[src/rtl/ones_counter_pkg.sv]
// ones_counter_pkg
//   Shared types and parameter helpers for the sequential ones counter.
//   - state_t      : FSM state encoding (IDLE, COUNT)
//   - calc_out_w   : result width able to hold a count of 0..width
//   - calc_nchunk  : number of CHUNK-bit slices needed to cover width bits
package ones_counter_pkg;

    typedef enum logic [0:0] {
        IDLE  = 1'b0,
        COUNT = 1'b1
    } state_t;

    function automatic int calc_out_w(input int width);
        return $clog2(width + 1);
    endfunction

    function automatic int calc_nchunk(input int width, input int chunk);
        return (width + chunk - 1) / chunk;
    endfunction

endpackage

[src/rtl/ones_counter_sequential_chunk_popcount.sv]
// chunk_popcount
//   Purely combinational popcount of one CHUNK-bit slice.
//   Ports:
//     bits   in   CHUNK   slice to count
//     count  out  CNT_W   number of set bits in the slice
module chunk_popcount #(
    parameter int CHUNK = 8,
    parameter int CNT_W = $clog2(CHUNK + 1)
) (
    input  logic [CHUNK-1:0] bits,
    output logic [CNT_W-1:0] count
);

    always_comb begin
        count = '0;
        for (int i = 0; i < CHUNK; i++) begin
            count = count + CNT_W'(bits[i]);
        end
    end

endmodule

[src/rtl/ones_counter_sequential.sv]
// ones_counter_sequential
//   Multi-cycle population counter. A WIDTH-bit word is captured on start
//   and counted CHUNK bits per clock; the total appears on out together
//   with a one-cycle done pulse.
//   Ports:
//     clk    in   1      rising-edge clock
//     rst    in   1      asynchronous, active-high reset
//     start  in   1      request, sampled only while idle
//     numb   in   WIDTH  operand, captured on the edge that accepts start
//     busy   out  1      high while a word is being counted
//     done   out  1      one-cycle pulse, out valid in the same cycle
//     out    out  OUT_W  count of the last completed word, held
//
//   Handshake: start is accepted on any rising edge where busy is low
//   (including the cycle done is high); there is no ready output and no
//   queueing, so a start while busy is simply dropped. done is a single
//   registered pulse with out already valid; out then holds until the
//   next completion or reset.
module ones_counter_sequential
    import ones_counter_pkg::*;
#(
    parameter int WIDTH = 127,
    parameter int CHUNK = 8,
    parameter int OUT_W = calc_out_w(WIDTH)
) (
    input  logic             clk,
    input  logic             rst,
    input  logic             start,
    input  logic [WIDTH-1:0] numb,
    output logic             busy,
    output logic             done,
    output logic [OUT_W-1:0] out
);

    localparam int NCHUNK = calc_nchunk(WIDTH, CHUNK);
    localparam int SREG_W = NCHUNK * CHUNK;
    localparam int IDX_W  = (NCHUNK > 1) ? $clog2(NCHUNK) : 1;
    localparam int PC_W   = $clog2(CHUNK + 1);

    state_t            state;
    logic [SREG_W-1:0] sreg;
    logic [IDX_W-1:0]  idx;
    logic [OUT_W-1:0]  acc;

    logic [PC_W-1:0]   pc;
    logic [OUT_W-1:0]  acc_next;

    chunk_popcount #(
        .CHUNK (CHUNK),
        .CNT_W (PC_W)
    ) u_chunk_popcount (
        .bits  (sreg[CHUNK-1:0]),
        .count (pc)
    );

    // The accumulator cannot overflow: its maximum is WIDTH, which OUT_W holds.
    assign acc_next = acc + OUT_W'(pc);

    // Pure state decode: no path from start to busy.
    assign busy = (state == COUNT);

    always_ff @(posedge clk or posedge rst) begin
        if (rst) begin
            state <= IDLE;
            done  <= 1'b0;
            out   <= '0;
            acc   <= '0;
            idx   <= '0;
            sreg  <= '0;
        end else begin
            done <= 1'b0;
            case (state)
                IDLE: begin
                    if (start) begin
                        // Zero-extend into the padded register; the pad bits
                        // of the top partial chunk therefore add nothing.
                        sreg              <= '0;
                        sreg[WIDTH-1:0]   <= numb;
                        acc               <= '0;
                        idx               <= '0;
                        state             <= COUNT;
                    end
                end
                COUNT: begin
                    acc  <= acc_next;
                    sreg <= sreg >> CHUNK;
                    idx  <= idx + 1'b1;
                    if (idx == IDX_W'(NCHUNK - 1)) begin
                        out   <= acc_next;
                        done  <= 1'b1;
                        state <= IDLE;
                    end
                end
                default: state <= IDLE;
            endcase
        end
    end

endmodule

[config.mk]
export PLATFORM = sky130hd
export DESIGN_NAME = ones_counter_sequential
export DESIGN_NICKNAME = d
export VERILOG_FILES = /design/src/rtl/ones_counter_pkg.sv /design/src/rtl/ones_counter_sequential_chunk_popcount.sv /design/src/rtl/ones_counter_sequential.sv
export SDC_FILE = /design/constraint.sdc
export NUM_CORES = 1
export LEC_CHECK = 0
export CAP_MARGIN = 40
export CORE_UTILIZATION = 52
export DETAILED_ROUTE_END_ITERATION = 8
export PLACE_DENSITY = 0.9
export SETUP_SLACK_MARGIN = 0.1
export SYNTH_ARGS = -nofsm -noshare
export SYNTH_HDL_FRONTEND = slang
export SYNTH_SLANG_ARGS = --single-unit
[constraint.sdc]
create_clock -name clk -period 5 [get_ports clk]
set_clock_uncertainty 0.2 [all_clocks]
set_input_delay 0.5 -clock clk [delete_from_list [all_inputs] [get_ports clk]]
set_output_delay 0.5 -clock clk [all_outputs]
set_load 0.02 [all_outputs]
==> results.md <==
* Outcome: finished clean
* Setup crit end kind: flip-flop
* Post-synth top cells: dfrtp_1, nand2_1, mux2i_1, o21ai_0, inv_1
* Max-cap violation count at 0
* Number of port buffers at 138
* Post-CTS sizing at 0
* Worst-path fanout max at 2
* Die footprint at 0.01390 mm2
* Clk buf depth at 2
* Layout net count at 925
* Final Hold Viols at 0
* Filler Cells Inserted at 920
* Initial core utilization at 0.5426
* Count of flip-flops with a built-in enable after synthesis at 0
* First-pass GRT wire length at 26.34 mm
* Yosys reg bits at 147
* Largest net degree at the start of global routing at 92
* Cells after DPL at 935
* RSZ-0062 raised after global routing: no
* Startpoint Class: flip-flop
* Power density cells at 550.0 mW/mm2
* Netlist Area Pre-Place at 0.006987 mm2
* Final setup vio count at 0
* Req. time, crit path at 5.10 ns
* All-layer global routing usage at 0.2422
* Yosys top cell by area: dfrtp_1
* Detailed Route WL at 16.13 mm
* CTS sink cnt at 147
* CTS tree: built
* Ys flop type: dfrtp_1
* LEAKAGE at 4.216 nW
* Slew @ Worst Pin at 0.8138 ns
* Final Util at 0.7014
* Clock transition at path regs at 0.06 ns
* RePlAce Congestion at 0.8496
* Root Buffer: clkbuf_16
* Drt pass-1 iters at 5
* Seq/Total Area, Yosys at 0.5265
* Initial DRC Count at 287
* Largest vdd supply drop at 0.2991 mV
* DRC at 0
* Fin worst setup slack at 0.6855 ns
* Routed len/inst at 16.68 um
* Most area-consuming cells after synthesis: dfrtp_1, mux2i_1, o21ai_0
* Total CTS buffers at 17
* Syn_nets at 805
* Min Tclk post-route at 4.315 ns
* DP HPWL at 10.56 mm
* Vias in the first global route at 5509
* Most common cell in the netlist: dfrtp_1
* Clock Latency Late Sink at 0.42 ns
* Post-Layout Cell Count at 967
* WP data arrival at 4.41 ns
* Pre-CTS setup slack at 0.7490 ns
* Crit Path Class: flip-flop to flip-flop
* Detail Route Antenna Nets at 0
* Worst Hold Class: flip-flop to flip-flop
* Layout cell share with drive strength beyond 1 at 0.06038
* Vias/cell at 5.434
* Setup TNS at 0 ns
* Core ar. at 0.01288 mm2
* FP Rows at 41
* Crit Reg-Reg Startpoint: sreg[0]$_DFFE_PP0P_
* Asr flop ratio synth at 1.000
* Max Slew Vio Count at 0
* IO Pins at 139
* H-tree levels at 4
* Post-CTS Setup Bufs at 0
* Period utilization at 0.8629
* Die X at 117.9 um
* Hold WS at 0.2801 ns
* Syn Area/Cell at 10.55 um2
* Total grt overflow at 0
* Worst slew margin at 0.4575
* Initial antenna violation count at 0
* Hold wc startpoint: sreg[44]$_DFFE_PP0P_
* Post-synthesis cell count at 662
* Inserted Diodes at 0
* Hold_buf cts at 0
* Ys Warns at 0
* FMAX at 231.8 MHz
* Vias at 5255
* Synthesis-to-finish area growth at 29.26%
* DIE HEIGHT at 117.9 um
* Synth top area share at 0.5265
* Library cells used by synthesis at 31
* Crit path from: sreg[0]$_DFFE_PP0P_
-- metal layers --
layer  wire length [um]  track usage  part of all wire  vias to the layer above
met5                  0            0                 0                        -
met4                401      0.09776             0.025                        0
met3                988      0.08333             0.061                       38
met2               8140       0.4180              0.50                      167
met1               6603       0.2731              0.41                     2561
li1                   -            -                 -                     2489
-- sequential cells by signal, indices dropped and copies added, names as in the netlist --
name,flops
idx,4
out,7
acc,7
done,1
sreg,127
busy,1
-- cell type report --
| type | instances | area [um2] | share of cell area |
|---|---|---|---|
| inverter | 19 | 76.32 | 0.008451 |
| multi-input combinational | 451 | 2933 | 0.3247 |
| clock inverter | 13 | 206.4 | 0.02286 |
| tap | 172 | 215.2 | 0.02383 |
| timing repair buffer | 146 | 1475 | 0.1633 |
| sequential | 147 | 3682 | 0.4077 |
| clock buffer | 19 | 442.9 | 0.04904 |
-- worst max-delay path, cell delays in order (launching register included) --
cell,delay (ns)
dfrtp_1,0.39
ha_1,0.28
inv_1,0.04
fa_1,0.49
fa_1,0.44
fa_1,0.43
fa_1,0.56
inv_1,0.06
ha_1,0.27
a211oi_1,0.55
nor2_1,0.18
xnor2_1,0.19
o21ai_0,0.09
-- power breakdown --
group	switching, mW	total (mW)	internal, mW
Combinational	0.917	1.64	0.724
Clock	0.494	1.39	0.897
Sequential	0.303	1.94	1.63
-- final timing paths --
path / end / slack [ns] / cells past startpoint
worst min-delay path: sreg[36]$_DFFE_PP0P_ / 0.28 / 2
min in group asynchronous: sreg[99]$_DFFE_PP0P_ / 0.42 / 2
max in group asynchronous: busy$_DFF_PP0_ / 3.14 / 3
worst max register to register: out[3]$_DFFE_PP0P_ / 0.69 / 12
worst max-delay path: out[3]$_DFFE_PP0P_ / 0.69 / 12
worst min register to register: sreg[36]$_DFFE_PP0P_ / 0.28 / 2
-- through the flow --
stage	total power [mW]	area, um2
final	4.968	9031
after global routing	5.306	9031
after CTS	4.997	9031
after detailed placement	3.558	8382
after global placement	3.398	8334
after floorplan	3.069	6987
-- cells by family (layout without fill, tap and decap cells) --
| logic type | after synthesis | in the layout | share of synthesized area |
|---|---|---|---|
| adders and majority gates | 13 | 13 | 0.02865 |
| and+or+nand+nor | 159 | 159 | 0.08883 |
| AOI/OAI and AO/OA | 144 | 144 | 0.1103 |
| buffers and inverters | 64 | 197 | 0.05372 |
| muxes | 127 | 127 | 0.1819 |
| xor gates and xnor gates | 8 | 8 | 0.01003 |
| DFF | 147 | 147 | 0.5265 |
-- cells in the final DEF (no fill, tap or decap), types with 3 or more instances in the layout --
cell / synthesis / routed
a21oi_1: 3 / 3
buf_4: 13 / 6
bufinv_16: 0 / 5
clkbuf_16: 0 / 17
clkdlybuf4s50_1: 0 / 137
clkinvlp_4: 0 / 5
dfrtp_1: 147 / 146
fa_1: 5 / 5
ha_1: 8 / 8
inv_1: 19 / 18
mux2i_1: 127 / 127
nand2_1: 137 / 137
nor2_1: 14 / 14
o21ai_0: 125 / 125
o21ai_1: 3 / 3
o22ai_1: 3 / 3
xnor2_1: 6 / 6
Note: power is estimated with default switching activity, not from simulation.
